==> src/rtl/surf_trig_pkg.sv <==
// rtl/surf_trig_pkg.sv - shared constants and beam helpers for surf_trig_gen_v4
// Purpose: trigger word field layout, address/drop widths, popcount and
//          lowest-set-index helpers on a beam vector zero-padded to 256 bits.
// Ports:   none (package).
package surf_trig_pkg;

   localparam int ADDR_W    = 12;
   localparam int DROP_W    = 16;
   localparam int MAX_BEAMS = 256;

   localparam logic [1:0] TRIG_HDR = 2'b10;

   // Trigger word layout; bits [17:16] are always zero.
   localparam int HDR_MSB  = 31;
   localparam int HDR_LSB  = 30;
   localparam int ADDR_MSB = 29;
   localparam int ADDR_LSB = 18;
   localparam int CNT_MSB  = 15;
   localparam int CNT_LSB  = 8;
   localparam int IDX_MSB  = 7;
   localparam int IDX_LSB  = 0;

   // Number of set bits, saturated at 255.
   function automatic logic [7:0] popcount_sat(input logic [MAX_BEAMS-1:0] v);
      int cnt;
      cnt = 0;
      for (int i = 0; i < MAX_BEAMS; i++) begin
         if (v[i]) cnt++;
      end
      if (cnt > 255) cnt = 255;
      return cnt[7:0];
   endfunction

   // Index of the lowest set bit; zero when nothing is set.
   function automatic logic [7:0] lowest_index(input logic [MAX_BEAMS-1:0] v);
      logic [7:0] idx;
      logic       found;
      idx   = '0;
      found = 1'b0;
      for (int i = 0; i < MAX_BEAMS; i++) begin
         if (v[i] && !found) begin
            idx   = i[7:0];
            found = 1'b1;
         end
      end
      return idx;
   endfunction

endpackage

==> src/rtl/surf_trig_gen_v4_fifo.sv <==
// rtl/surf_trig_gen_v4_fifo.sv - first-word-fall-through trigger word FIFO
// Purpose: synchronous FWFT FIFO, WIDTH x DEPTH, asynchronous active-high reset.
// Ports:   clk, rst; wr_en/wr_data write side (ignored when full);
//          rd_en/rd_data read side (rd_data is the head word, zero when empty);
//          full, empty status flags.
module trig_word_fifo #(
   parameter int DEPTH = 16,
   parameter int WIDTH = 32
)(
   input  logic             clk,
   input  logic             rst,
   input  logic             wr_en,
   input  logic [WIDTH-1:0] wr_data,
   input  logic             rd_en,
   output logic [WIDTH-1:0] rd_data,
   output logic             full,
   output logic             empty
);

   localparam int AW = $clog2(DEPTH);

   logic [WIDTH-1:0] mem [DEPTH];
   // One extra pointer bit separates full from empty when the indices match.
   logic [AW:0]      wr_ptr;
   logic [AW:0]      rd_ptr;
   logic             do_wr;
   logic             do_rd;

   assign empty = (wr_ptr == rd_ptr);
   assign full  = (wr_ptr[AW] != rd_ptr[AW]) && (wr_ptr[AW-1:0] == rd_ptr[AW-1:0]);
   assign do_wr = wr_en && !full;
   assign do_rd = rd_en && !empty;

   assign rd_data = empty ? '0 : mem[rd_ptr[AW-1:0]];

   always_ff @(posedge clk) begin
      if (do_wr) mem[wr_ptr[AW-1:0]] <= wr_data;
   end

   always_ff @(posedge clk or posedge rst) begin
      if (rst) begin
         wr_ptr <= '0;
         rd_ptr <= '0;
      end else begin
         if (do_wr) wr_ptr <= wr_ptr + 1'b1;
         if (do_rd) rd_ptr <= rd_ptr + 1'b1;
      end
   end

endmodule

==> src/rtl/surf_trig_gen_v4.sv <==
// rtl/surf_trig_gen_v4.sv - masked, holdoff-limited beam trigger word generator
// Purpose: masks per-beam triggers with a double-buffered mask, enforces a
//          holdoff between accepts, stamps each accept with run address and
//          beam metadata and queues it as a 32-bit stream word.
// Ports:   ifclk, gen_rst_i (async, active-high);
//          trig_i per-beam triggers;
//          mask_dat_i/mask_idx_i/mask_wr_i shadow mask write, mask_update_i copy;
//          holdoff_i dead cycles after an accept;
//          offset_i/runrst_i/runstop_i run control;
//          trig_tdata/trig_tvalid/trig_tready output stream;
//          dropped_o saturating drop count, running_o run active.
module surf_trig_gen_v4
   import surf_trig_pkg::*;
#(
   parameter  int NBEAMS     = 48,
   parameter  int FIFO_DEPTH = 16,
   parameter  int HOLDOFF_W  = 8,
   localparam int MWORDS     = (NBEAMS + 31) / 32,
   localparam int IDX_W      = (MWORDS > 1) ? $clog2(MWORDS) : 1
)(
   input  logic                 ifclk,
   input  logic                 gen_rst_i,
   input  logic [NBEAMS-1:0]    trig_i,
   input  logic [31:0]          mask_dat_i,
   input  logic [IDX_W-1:0]     mask_idx_i,
   input  logic                 mask_wr_i,
   input  logic                 mask_update_i,
   input  logic [HOLDOFF_W-1:0] holdoff_i,
   input  logic [ADDR_W-1:0]    offset_i,
   input  logic                 runrst_i,
   input  logic                 runstop_i,
   output logic [31:0]          trig_tdata,
   output logic                 trig_tvalid,
   input  logic                 trig_tready,
   output logic [DROP_W-1:0]    dropped_o,
   output logic                 running_o
);

   logic [NBEAMS-1:0]    shadow_mask;
   logic [NBEAMS-1:0]    active_mask;
   logic [NBEAMS-1:0]    beams_q;
   logic                 hit_q;
   logic [15:0]          meta_q;
   logic [HOLDOFF_W-1:0] holdoff_cnt;
   logic                 running;
   logic [ADDR_W-1:0]    offset_q;
   logic [ADDR_W-1:0]    cur_addr;
   logic                 accept;
   logic [31:0]          word_d;
   logic [31:0]          word_q;
   logic                 push_q;
   logic [DROP_W-1:0]    dropped;
   logic                 fifo_full;
   logic                 fifo_empty;

   // Mask banks. The active copy takes the shadow value from before any
   // write in the same cycle. Indices past the last word match no beam.
   always_ff @(posedge ifclk or posedge gen_rst_i) begin
      if (gen_rst_i) begin
         shadow_mask <= '1;
         active_mask <= '1;
      end else begin
         if (mask_update_i) active_mask <= shadow_mask;
         if (mask_wr_i) begin
            for (int b = 0; b < NBEAMS; b++) begin
               if ((b >> 5) == int'(mask_idx_i)) shadow_mask[b] <= mask_dat_i[b[4:0]];
            end
         end
      end
   end

   // Stages 0 and 1: masked beam capture, then hit flag and metadata.
   always_ff @(posedge ifclk or posedge gen_rst_i) begin
      if (gen_rst_i) begin
         beams_q <= '0;
         hit_q   <= 1'b0;
         meta_q  <= '0;
      end else begin
         beams_q <= trig_i & ~active_mask;
         hit_q   <= |beams_q;
         meta_q  <= {popcount_sat(MAX_BEAMS'(beams_q)), lowest_index(MAX_BEAMS'(beams_q))};
      end
   end

   assign accept = hit_q && running && (holdoff_cnt == '0);

   always_comb begin
      word_d                    = '0;
      word_d[HDR_MSB:HDR_LSB]   = TRIG_HDR;
      word_d[ADDR_MSB:ADDR_LSB] = cur_addr + offset_q;
      word_d[CNT_MSB:CNT_LSB]   = meta_q[15:8];
      word_d[IDX_MSB:IDX_LSB]   = meta_q[7:0];
   end

   // Stage 2: accept, holdoff countdown and word capture.
   always_ff @(posedge ifclk or posedge gen_rst_i) begin
      if (gen_rst_i) begin
         holdoff_cnt <= '0;
         word_q      <= '0;
         push_q      <= 1'b0;
      end else begin
         push_q <= accept;
         if (accept) begin
            holdoff_cnt <= holdoff_i;
            word_q      <= word_d;
         end else if (holdoff_cnt != '0) begin
            holdoff_cnt <= holdoff_cnt - 1'b1;
         end
      end
   end

   // Run control. The address counter sits at 1 while stopped so the first
   // running cycle after a start stamps address 1.
   always_ff @(posedge ifclk or posedge gen_rst_i) begin
      if (gen_rst_i) begin
         running  <= 1'b0;
         offset_q <= '0;
         cur_addr <= ADDR_W'(1);
      end else begin
         if (runrst_i) begin
            running  <= 1'b1;
            offset_q <= offset_i;
         end else if (runstop_i) begin
            running <= 1'b0;
         end
         cur_addr <= running ? cur_addr + 1'b1 : ADDR_W'(1);
      end
   end

   // A push into a full FIFO is lost; fullness is judged before any pop.
   always_ff @(posedge ifclk or posedge gen_rst_i) begin
      if (gen_rst_i) begin
         dropped <= '0;
      end else if (runrst_i) begin
         dropped <= '0;
      end else if (push_q && fifo_full && (dropped != '1)) begin
         dropped <= dropped + 1'b1;
      end
   end

   trig_word_fifo #(
      .DEPTH (FIFO_DEPTH),
      .WIDTH (32)
   ) u_fifo (
      .clk     (ifclk),
      .rst     (gen_rst_i),
      .wr_en   (push_q),
      .wr_data (word_q),
      .rd_en   (trig_tready),
      .rd_data (trig_tdata),
      .full    (fifo_full),
      .empty   (fifo_empty)
   );

   assign trig_tvalid = !fifo_empty;
   assign dropped_o   = dropped;
   assign running_o   = running;

endmodule

==> config.mk <==
export PLATFORM = sky130hd
export DESIGN_NAME = surf_trig_gen_v4
export DESIGN_NICKNAME = d
export VERILOG_FILES = /design/src/rtl/surf_trig_pkg.sv /design/src/rtl/surf_trig_gen_v4_fifo.sv /design/src/rtl/surf_trig_gen_v4.sv
export SDC_FILE = /design/constraint.sdc
export NUM_CORES = 1
export LEC_CHECK = 0
export ABC_CLOCK_PERIOD_IN_PS = 31100
export BUFFER_PORTS_ARGS = -buffer_cell sky130_fd_sc_hd__clkbuf_2
export CORE_ASPECT_RATIO = 0.9
export CORE_MARGIN = 4
export CORE_UTILIZATION = 40
export CTS_BUF_LIST = sky130_fd_sc_hd__clkbuf_4 sky130_fd_sc_hd__clkbuf_8 sky130_fd_sc_hd__clkbuf_16
export DETAILED_ROUTE_END_ITERATION = 12
export SETUP_SLACK_MARGIN = 0.1
export SLEW_MARGIN = 20
export SYNTH_ARGS = -nofsm -noshare
export SYNTH_HDL_FRONTEND = slang
export SYNTH_SLANG_ARGS = --single-unit
export TNS_END_PERCENT = 10
==> constraint.sdc <==
create_clock -name ifclk -period 31.1 [get_ports ifclk]
set_clock_uncertainty 0.2 [all_clocks]
set_input_delay 3.11 -clock ifclk [delete_from_list [all_inputs] [get_ports ifclk]]
set_output_delay 3.11 -clock ifclk [all_outputs]
set_load 0.005 [all_outputs]
---- Word-level counts from Yosys, hierarchy flattened ----
Memories as Yosys holds them, arrays and structs flattened.
Index checks and enable logic that the tools add are counted.
operators by class
  order comparisons ....................... 1
  bitwise gates (word level) .............. 3
  equal/unequal tests ..................... 4
  add/subtract/negate cells ............... 53
  reduce and logical (&&, ||, !) cells .... 111
  muxes and demuxes ....................... 153
operators with widths
  operator               count
  $mux 32                48
  $add 32x2->32 const B  47
  $mux 8                 49
  $logic_and 1x1->1      54
  $mux 1                 53
  $logic_not 1->1        49
  $and 48x48->48         1
  $not 48->48            1
  $reduce_or 48->1       1
  $gt 32x9->1 const B    1
  $mux 16                2
  $add 16x1->16 const B  1
  $ne 16x16->1 const B   1
  $add 12x1->12 const B  1
  $add 12x12->12         1
  $mux 12                1
  $add 5x1->5 const B    2
  $logic_not 8->1        1
  $reduce_bool 8->1      1
  $sub 8x1->8 const B    1
  $reduce_bool 2->1      3
  $eq 5x5->1             1
  $eq 4x4->1             1
  $reduce_and 2->1       2
  other kinds (2)        2
word-level totals
  memory bits (writable) .................. 464
  logic and storage cells ................. 341
  register bits after elaboration ......... 250
  memories ................................ 1
  output and inout bits ................... 50
memory list
  name        words  width  read ports  clocked after Yosys merged registers in  write ports  line                         text
  u_fifo.mem  16     29     1           0                                        1            surf_trig_gen_v4_fifo.sv:22  logic [WIDTH-1:0] mem [DEPTH];

---- Depth between registers and ports, before layout ----
Gate-level depths: netlist (run 1).
  depth after elaboration ................. 142
  mapped depth ............................ 155
  gate-level depth less buffers ........... 155

---- By module ----
A second synthesis (run 1) with hierarchy kept.
unflattened totals
  cells, all modules ...................... 3025
  area total of the unflattened synthesis .. 39978.3 µm²
by module, submodules not included
  module            sequential area each (µm²)  cells each  times used  area each (µm²)
  trig_word_fifo    15625.0                     858         1           20173.1
  surf_trig_gen_v4  6027.0                      2167        1           19805.2

---- Worst setup path after synthesis (run 1) ----
OpenSTA, ideal clock, no wires.
  path kind ............................... flip-flop to flip-flop
  start point ............................. register beams_q[0]
  end point ............................... register meta_q[10]
  data required time ...................... 30.723 ns
  path slack .............................. 3.909 ns
  library setup time ...................... 0.177 ns
  arrival time ............................ 26.814 ns
  period minus slack after synthesis ...... 27.191 ns
  cell stages (with the launch flop) ...... 153
  path buffers ............................ 0
  path through ............................ dfrtp_1 -> inv_1 -> ha_1 -> xor3_2 -> ha_1 -> nand2_1 -> o21ai_0 -> ha_1 -> a32oi_1 -> nand2_1 -> ha_1 -> nand2_1 -> o211a_1 -> inv_1 -> ha_1 -> nand2b_1 -> nand2_1 -> a31oi_1 -> [117 not listed] -> mux2_2 -> ha_1 -> mux2_2 -> ha_1 -> nand2_1 -> o21ai_0 -> ha_1 -> mux2_2 -> ha_1 -> mux2_2 -> ha_1 -> nand3_1 -> nor2_1 -> o21ai_0 -> o21a_1 -> or4_1 -> mux2i_2 -> nand3_1
on the way
  longest elaborated chain between the ends .. 97
RTL lines
  element                 line                    text
  start, declared         surf_trig_gen_v4.sv:41  logic [NBEAMS-1:0] beams_q;
  start signal, assigned  surf_trig_gen_v4.sv:79  beams_q <= trig_i & ~active_mask;
  $mux 1 *                surf_trig_pkg.sv:28     if (v[i]) cnt++;
  $add 32x2->32           surf_trig_pkg.sv:28
  $mux 32 *               surf_trig_pkg.sv:28
  $add 32x2->32           surf_trig_pkg.sv:28
  $mux 32 *               surf_trig_pkg.sv:28
  $add 32x2->32           surf_trig_pkg.sv:28
  $mux 32 *               surf_trig_pkg.sv:28
  $add 32x2->32           surf_trig_pkg.sv:28
  [81 not listed]         n/a
  $add 32x2->32           surf_trig_pkg.sv:28
  $mux 32 *               surf_trig_pkg.sv:28
  $add 32x2->32           surf_trig_pkg.sv:28
  $mux 32 *               surf_trig_pkg.sv:28
  $add 32x2->32           surf_trig_pkg.sv:28
  $mux 32 *               surf_trig_pkg.sv:28
  $gt 32x9->1             surf_trig_pkg.sv:30     if (cnt > 255) cnt = 255;
  $mux 8 *                surf_trig_pkg.sv:30
  end signal, assigned    surf_trig_gen_v4.sv:81  meta_q <= {popcount_sat(MAX_BEAMS'(beams_q)), lowest_index(MAX_BEAMS'(beams_q))};
  end, declared           surf_trig_gen_v4.sv:43  logic [15:0] meta_q;
Every way passes the cells marked *; elsewhere a longest branch is shown, timed or not.
A chain may end at the register's enable or synchronous reset.

---- Worst setup path in the final report (run 1) ----
  start point ............................. register beams_q[1]
  end point ............................... register meta_q[14]
on the way
  longest elaborated chain between the ends .. 95
RTL lines
  element          line
  $mux 32 *        surf_trig_pkg.sv:28
  $add 32x2->32    surf_trig_pkg.sv:28
  $mux 32 *        surf_trig_pkg.sv:28
  $add 32x2->32    surf_trig_pkg.sv:28
  $mux 32 *        surf_trig_pkg.sv:28
  $add 32x2->32    surf_trig_pkg.sv:28
  $mux 32 *        surf_trig_pkg.sv:28
  $add 32x2->32    surf_trig_pkg.sv:28
  [79 not listed]  n/a
  $add 32x2->32    surf_trig_pkg.sv:28
  $mux 32 *        surf_trig_pkg.sv:28
  $add 32x2->32    surf_trig_pkg.sv:28
  $mux 32 *        surf_trig_pkg.sv:28
  $add 32x2->32    surf_trig_pkg.sv:28
  $mux 32 *        surf_trig_pkg.sv:28
  $gt 32x9->1      surf_trig_pkg.sv:30
  $mux 8 *         surf_trig_pkg.sv:30
Marks and branches as above.

==> results.json, run 1 <==
{
  "hold_slack_ns": 0.240,
  "finalCriticalPeriod_ns": 29.18,
  "worstHoldStart": "meta_q[2]",
  "synth-compound-area-share_pct": 8.10,
  "slowest_stage": "or4_1",
  "core_area_um2": 89400,
  "insertion_delay_ns": 0.65,
  "ant_nets": 0,
  "status": "completed",
  "cts_sinks": 678,
  "die_h_um": 293,
  "drv_slew": 0,
  "track_usage_pct": 18.0,
  "yosysMostFrequentCell": "edfxtp_1",
  "use_met2_pct": 31.8,
  "setup_viol": 0,
  "vias": 23000,
  "max_stage_delay_ns": 0.54,
  "wire_per_inst_um": 20.4,
  "rsz0062_at_grt": "no",
  "crit_required_ns": 31.41,
  "hold_viol": 0,
  "grt_max_degree": 132,
  "antenna_found_initial": 1,
  "slew_headroom_pct": 27.0,
  "worst_setup_path_end_kind": "register",
  "place_area_um2": 38000,
  "arrival_ns": 29.49,
  "n_antenna_cell": 0,
  "reg2regPathDepth": 152,
  "gp_congestion": 0.875,
  "grtUsageMet1_pct": 23.4,
  "timing.rr.start": "beams_q[1]",
  "netlist.area_leader.share_pct": 36.0,
  "yosys_warnings": 0,
  "synth_edf_count": 432,
  "portBuffers": 152,
  "fp.dieW_um": 324,
  "fp.dieArea_um2": 94900,
  "reg2reg_slack_ns": 1.92,
  "use_met3_pct": 2.77,
  "max_freq_ghz": 0.0343,
  "crit_path_frequent_cell": "ha_1",
  "cts_inserted_buffers": 72,
  "ctsHoldBuffers": 0,
  "first_pass_iters": 5,
  "syn2layout_area_growth_pct": 13.3,
  "clock_path_buffers": 3,
  "synthTopCellsByCount": "edfxtp_1 (432), nand2_1 (242), nor2_1 (169)",
  "ioPinCount": 158,
  "synth_top_family_by_area": "multiplexers",
  "wl_mm": 85.7,
  "synth_ff_type": "edfxtp_1",
  "initialDrtViolationCount": 1607,
  "synth_seq_cells": 678,
  "tritoncts": "built",
  "initial_core_util_pct": 40.3,
  "synth_area_leaders": "edfxtp_1 (36%), dfrtp_1 (10%), dfstp_2 (7.1%), mux4_2 (6.8%), xnor2_1 (4.1%)",
  "start_kind": "register",
  "htreeDepth": 3,
  "cap_viol_max_count": 0,
  "path_max_fanout": 8,
  "drc": 0,
  "synth_xor_area_share_pct": 9.81,
  "synth-async-reset-ratio_pct": 36.3,
  "hold_path_end": "word_q[2]",
  "final.period_utilization_pct": 93.8,
  "syn_inst": 2821,
  "path_buf_inv": 13,
  "fin_util_pct": 45.6,
  "top_usage_layer": "met2",
  "dp_hpwl_mm": 56.4,
  "clk_pin_slew_ns": 0.06,
  "finalInstanceArea_um2": 40800,
  "grt_overflow": 0,
  "root_buffer": "clkbuf_16",
  "grt_pass1_wl_mm": 135,
  "crit_type": "register to register",
  "yosysSeqAreaShare_pct": 53.5,
  "synth.distinct_cells": 108,
  "netlist_area_um2": 36000,
  "min_path_type": "register to register",
  "yosys.area_share.simple_pct": 11.8,
  "rows": 104,
  "r2r_end": "meta_q[14]",
  "yosysTopAreaCell": "edfxtp_1",
  "grt_pass1_vias": 23800,
  "cp_top_family": "adder cells",
  "vias_per_cell": 5.47,
  "hold_depth": 2,
  "fin_setup_tns_ns": 0,
  "drive_above_1_share_pct": 25.3,
  "worst_slew_pin_slew_ns": 1.09,
  "muxShareOfSynthArea_pct": 12.1,
  "synth.avg_cell_area_um2": 12.8,
  "yosys.area_share.adder_pct": 2.54,
  "finalNetCount": 3157
}
-- cell families after synthesis --
group | Yosys count
simple gates | 847
flops | 678
compound gates | 427
xor+xnor | 312
mux | 283
buf+inv | 200
fa+ha+maj | 73
other cells | 1
-- per-layer routing --
layer | vias to the layer above | share of wire [%] | routed length (µm)
li1 | 10800 | - | -
met1 | 11600 | 43 | 37000
met5 | - | 0 | 0
met2 | 491 | 51 | 43400
met3 | 100 | 4.3 | 3680
met4 | 0 | 1.9 | 1670
-- final cells by class --
| class | instances | area, µm² |
|---|---|---|
| Clock buffer | 106 | 2130 |
| Multi-Input combinational cell | 1947 | 16200 |
| Tap cell | 1166 | 1460 |
| Sequential cell | 678 | 19300 |
| Timing Repair Buffer | 200 | 1120 |
| Fill cell | 7927 | 48600 |
| Inverter | 80 | 308 |
| Clock inverter | 28 | 343 |
-- flip-flops by register name (all words and copies together), names as in the netlist --
register and count:
push_q 1, shadow_mask 48, beams_q 48, u_fifo.mem 432, holdoff_cnt 8, dropped_o 16, meta_q 14, cur_addr 12
hit_q 1, active_mask 48, u_fifo.wr_ptr 5, u_fifo.rd_ptr 5, word_q 27, offset_q 12, running_o 1
-- worst register-to-register path, delay by kind of cell (launching register included) --
kind                       cells  cell delay, ns
muxes                         11            2.97
and+or+nand+nor               43            4.84
DFF                            1            0.39
adders and majority gates     45           13.47
xor gates and xnor gates       1            0.38
buffers and inverters         13            1.03
AOI/OAI and AO/OA             39            5.78
-- metrics by stage --
| stage | setup WS (ns) | std cells |
|---|---|---|
| after global placement | 1.59 | 4054 |
| after CTS | 0.222 | 4188 |
| after floorplan | 3.91 | 2825 |
| after detailed placement | 0.0557 | 4054 |
| after global routing | 0.0291 | 4205 |
| final | 1.92 | 4205 |
-- how the worst max path moves through the flow --
| stage | startpoint | slack, ns | end | cells after the start |
|---|---|---|---|---|
| 2_1_floorplan | beams_q[0] | 3.91 | meta_q[10] | 152 |
| 3_3_place_gp | beams_q[0] | 1.59 | meta_q[12] | 152 |
| 3_5_place_dp | beams_q[1] | 0.06 | meta_q[12] | 152 |
| 4_1_cts | beams_q[1] | 0.22 | meta_q[12] | 152 |
| 5_1_grt | beams_q[0] | 0.03 | meta_q[15] | 154 |
| 6_report | beams_q[1] | 1.92 | meta_q[14] | 152 |
-- layout by cell type (no fill, tap or decap), drive strengths merged, types with 20 or more instances in the layout --
cell,n
dfstp,97
xor2,93
a31oi,26
nand2,242
nor2b,94
o31ai,21
clkinv,20
edfxtp,432
nor3,41
dfrtp,149
inv,83
nand3,77
xnor2,181
and2,56
a211oi,61
o21ai,91
a21oi,85
clkbuf,258
nor2,169
buf,48
mux2,126
xnor3,32
ha,69
mux2i,49
mux4,108
nand4,33
-- what timing repair did --
action | in CTS | in global routing
pin swaps | 0 | 10
buffers inserted | 0 | 17
cloned | 0 | 0
gates resized for setup | 1 | 35
hold endpoints to repair | 0 | 0
setup endpoints to repair | 8 | 8
Power of run 1 is not shown: default switching activity piles up to over one toggle a cycle in this logic, so the estimate is an artifact.
==> run 2, diff against run 1 <==
--- a/config.mk
+++ b/config.mk
@@ -11,6 +11,7 @@
 export CORE_MARGIN = 4
-export CORE_UTILIZATION = 40
+export CORE_UTILIZATION = 62
 export CTS_BUF_LIST = sky130_fd_sc_hd__clkbuf_4 sky130_fd_sc_hd__clkbuf_8 sky130_fd_sc_hd__clkbuf_16
 export DETAILED_ROUTE_END_ITERATION = 12
-export SETUP_SLACK_MARGIN = 0.1
+export PLACE_DENSITY = 0.8
+export SETUP_SLACK_MARGIN = 0.02
 export SLEW_MARGIN = 20
==> constraint.sdc (replaced) <==
create_clock -name ifclk -period 31.1 [get_ports ifclk]
set_clock_uncertainty 0.2 [all_clocks]
set_input_delay 7.775 -clock ifclk [delete_from_list [all_inputs] [get_ports ifclk]]
set_output_delay 7.775 -clock ifclk [all_outputs]
set_load 0.005 [all_outputs]
==> run 2 against run 1 <==
Against the previous run:
- sequential share of layout area grew 0.84 points
- core utilization grew 24 points
- critical path depth grew 2
- routed wire length grew 2.3%
- non-clock buffer count grew 4
- fmax shrank 0.93%
- critical endpoint is now meta_q[15]
==> results.json, run 2 (synthesis results as in run 1) <==
{
  "finalInstanceArea_um2": 40100,
  "fp.dieArea_um2": 62000,
  "place_area_um2": 37500,
  "final.period_utilization_pct": 94.7,
  "r2r_end": "meta_q[15]",
  "arrival_ns": 29.69,
  "cp-endpoint": "meta_q[15]",
  "first_pass_iters": 6,
  "rows": 83,
  "reg2regPathDepth": 154,
  "grt_max_degree": 106,
  "ant_nets": 0,
  "clk_pin_slew_ns": 0.06,
  "insertion_delay_ns": 0.61,
  "cp_top_family": "adder cells",
  "root_buffer": "clkbuf_16",
  "initialDrtViolationCount": 2413,
  "path_max_fanout": 8,
  "start_kind": "register",
  "initial_core_util_pct": 62.9,
  "min_path_type": "register to register",
  "grt_overflow": 0,
  "hold_depth": 2,
  "reg2reg_slack_ns": 1.65,
  "wire_per_inst_um": 23.1,
  "mostFrequentLayoutCell": "edfxtp_1",
  "drive_above_1_share_pct": 24.9,
  "grt_pass1_wl_mm": 137,
  "crit_cells": 154,
  "syn2layout_area_growth_pct": 11.3,
  "drc": 0,
  "portBuffers": 152,
  "finalNetCount": 3156,
  "antenna_found_initial": 0,
  "worst_slew_pin_slew_ns": 1.05,
  "crit_type": "register to register",
  "htreeDepth": 3,
  "fillers": 3674,
  "seq_area_um2": 19300,
  "cts_inserted_buffers": 67,
  "track_usage_pct": 28.3,
  "crit_path_frequent_cell": "ha_1",
  "wl_mm": 87.7,
  "vias_per_cell": 6.32,
  "slew_headroom_pct": 29.9,
  "multiInputGateArea_um2": 16100,
  "status": "completed",
  "fp.dieW_um": 262,
  "gp_congestion": 0.882,
  "die_h_um": 237,
  "dp_hpwl_mm": 53.2,
  "layout_common_cells": "edfxtp_1 (432), nand2_1 (238), nor2_1 (168)",
  "cts_sinks": 678,
  "fin_util_pct": 70.0,
  "core_area_um2": 57200,
  "setup_viol": 0,
  "largest_reg_flops": 432,
  "path_buf_inv": 12,
  "clock_path_buffers": 3,
  "fin_setup_tns_ns": 0,
  "ctsHoldBuffers": 0,
  "cap_viol_max_count": 0,
  "ioPinCount": 158,
  "vias": 24000,
  "drv_slew": 0,
  "tritoncts": "built",
  "slowest_stage": "or4_1",
  "max_freq_ghz": 0.0340,
  "hold_viol": 0,
  "worst_setup_path_end_kind": "register",
  "grt_pass1_vias": 24300,
  "finalCriticalPeriod_ns": 29.45,
  "setup.worst_path.start": "beams_q[0]",
  "timing.rr.start": "beams_q[0]",
  "max_stage_delay_ns": 0.55,
  "crit_required_ns": 31.34,
  "n_antenna_cell": 0
}
==> run 2: changes by cell type in the layout (fill, tap and decap cells not counted), moves of 3 or more <==
cell,previous run,this run
buf_4,48,52
clkbuf_16,72,69
clkbuf_4,22,12
clkinv_1,3,8
==> run 2: cell type report <==
type,count,share of cell area (%)
tap,765,2.39
multi-input combinational,1947,40.3
clock buffer,93,4.95
inverter,80,0.768
sequential,678,48.1
timing repair buffer,204,2.87
clock inverter,31,0.699
==> run 2: routing by layer <==
metal	share of wire [%]	global-route usage, %	wire, µm
met1	38	36.8	33400
met2	51	48.6	44700
met3	6.8	4.23	5960
met4	4.1	10.8	3590
met5	0	0	0
==> run 2: worst min-delay path by stage <==
stage | from | endpoint | slack, ns
2_1_floorplan | meta_q[12] | word_q[12] | 0.22
3_3_place_gp | meta_q[2] | word_q[2] | 0.23
3_5_place_dp | meta_q[3] | word_q[3] | 0.23
4_1_cts | meta_q[1] | word_q[1] | 0.25
5_1_grt | meta_q[1] | word_q[1] | 0.28
6_report | meta_q[1] | word_q[1] | 0.25
==> run 2: worst reg2reg max path, delay by kind of cell, from the launching register on <==
family | cells | cell delay [ns]
buffers and inverters | 12 | 0.96
xor gates and xnor gates | 1 | 0.13
AOI/OAI and AO/OA | 40 | 5.75
adders and majority gates | 45 | 13.45
DFF | 1 | 0.40
and+or+nand+nor | 45 | 5.44
muxes | 11 | 2.93
==> run 2: repair_timing <==
action                                  in CTS  in global routing
gates resized for setup                      0                 34
endpoints found under the setup margin       0                  8
setup buffers                                0                 20
==> run 2: metrics by stage <==
stage               hold WS, ns  instances  setup slack (ns)
finish                    0.251       3798              1.65
global route              0.278       3798            -0.292
CTS                       0.252       3778             0.470
detailed placement        0.234       3654             0.551
global placement          0.229       3654              2.25
floorplan                 0.222       2825              3.91
Power of run 2 is left out for the same reason.
==> run 3, diff against run 2 <==
CORE_MARGIN = unset   (was 4)
TNS_END_PERCENT = unset   (was 10)
==> run 3 against run 2 <==
Against the previous run:
- cell count down 0.18%
- non-clock buffer count shrank 6
- fmax about the same
- core utilization down 0.12 points
- critical endpoint is now meta_q[12]
- sequential cell count stayed put
- register-to-register slack about the same
- critical path depth is the same
- global-route usage increased by 1.1 points
==> results.json, run 3 (synthesis results as in run 1) <==
{
  "ctsHoldBuffers": 0,
  "worst_setup_path_end_kind": "register",
  "worst_slew_pin_slew_ns": 1.09,
  "initialDrtViolationCount": 2182,
  "clock_path_buffers": 3,
  "mostFrequentLayoutCell": "edfxtp_1",
  "ant_nets": 0,
  "cts_inserted_buffers": 67,
  "dp_hpwl_mm": 52.4,
  "vias": 23900,
  "status": "completed",
  "portBuffers": 152,
  "ioPinCount": 158,
  "place_area_um2": 37500,
  "wire_per_inst_um": 22.9,
  "fp.dieW_um": 256,
  "first_pass_iters": 5,
  "finalInstanceArea_um2": 40000,
  "gp_congestion": 0.853,
  "cts_sinks": 678,
  "vias_per_cell": 6.31,
  "clk_pin_slew_ns": 0.06,
  "finalWorstSetupSlack_ns": 1.65,
  "seq_area_um2": 19300,
  "slowest_stage": "or4_1",
  "slew_headroom_pct": 26.8,
  "path_max_fanout": 8,
  "grt_pass1_wl_mm": 135,
  "core_area_um2": 57200,
  "layout_common_cells": "edfxtp_1 (432), nand2_1 (238), nor2_1 (168)",
  "drv_slew": 0,
  "max_stage_delay_ns": 0.54,
  "fin_util_pct": 69.9,
  "hold_viol": 0,
  "start_kind": "register",
  "die_h_um": 231,
  "setup_viol": 0,
  "arrival_ns": 29.69,
  "root_buffer": "clkbuf_16",
  "fp.dieArea_um2": 59000,
  "crit_type": "register to register",
  "multiInputGateArea_um2": 16100,
  "tritoncts": "built",
  "min_path_type": "register to register",
  "hold_slack_ns": 0.246,
  "track_usage_pct": 29.4,
  "htreeDepth": 3,
  "insertion_delay_ns": 0.61,
  "n_antenna_cell": 0,
  "largest_reg_flops": 432,
  "antenna_found_initial": 1,
  "grt_pass1_vias": 24100,
  "final.period_utilization_pct": 94.7,
  "finalCriticalPeriod_ns": 29.45,
  "drive_above_1_share_pct": 24.7,
  "crit_required_ns": 31.34,
  "wl_mm": 86.8,
  "fillers": 3726,
  "crit_path_frequent_cell": "ha_1",
  "cap_viol_max_count": 0,
  "finalNetCount": 3150,
  "rows": 83,
  "drc": 0,
  "place_ws_ns": 0.498,
  "grt_max_degree": 104,
  "syn2layout_area_growth_pct": 11.1,
  "initial_core_util_pct": 62.9,
  "grt_overflow": 0,
  "max_freq_ghz": 0.0340
}
==> run 3: changes by cell type in the layout (fill, tap and decap cells not counted), sizes merged <==
cell,before,now
clkinvlp,3,1
buf,52,46
clkbuf,245,240
inv,84,83
clkinv,23,28
bufinv,1,3
==> run 3: layout make-up <==
cell class              instances  area share (%)
flip-flops and latches        678            48.1
multi-input cells            1947            40.3
clock buffers                  88            4.72
repair buffers                198            2.81
well taps                     765            2.39
clock inverters                35           0.857
inverters                      80           0.769
==> run 3: worst paths after layout <==
check,cells after the start,startpoint,slack [ns],end
max,154,beams_q[0],1.65,meta_q[12]
min,2,meta_q[1],0.25,word_q[1]
max reg2reg,154,beams_q[0],1.65,meta_q[12]
min reg2reg,2,meta_q[1],0.25,word_q[1]
max in group asynchronous,4,gen_rst_i,21.40,beams_q[42]
min in group asynchronous,2,gen_rst_i,7.10,dropped_o[1]
==> run 3: layer usage <==
layer	up-vias	global-route usage, %	wire length (µm)
met5	-	0	0
met4	0	10.5	2720
met3	185	4.28	5840
met2	1057	52.0	44300
met1	11900	37.1	33900
li1	10700	-	-
==> run 3: timing repair <==
action | CTS | global route
endpoints found under the setup margin | 0 | 8
gates resized for setup | 0 | 31
buffers inserted | 0 | 15
==> run 3: through the flow <==
| stage | setup TNS [ns] | cells |
|---|---|---|
| CTS | 0 | 3775 |
| detailed placement | 0 | 3652 |
| global route | -2.25 | 3791 |
| global placement | 0 | 3652 |
| floorplan | 0 | 2825 |
| finish | 0 | 3791 |
==> run 3: critical path, delay by kind of cell, from the launching register on <==
kind | cells | cell delay [ns]
adder cells (fa/ha/maj) | 45 | 13.58
buffers and inverters | 14 | 1.13
AO/OA/AOI/OAI | 40 | 5.94
AND/OR/NAND/NOR | 43 | 4.97
flip-flops | 1 | 0.41
XOR/XNOR | 1 | 0.20
multiplexers | 11 | 2.90
Power of run 3 is left out for the same reason.
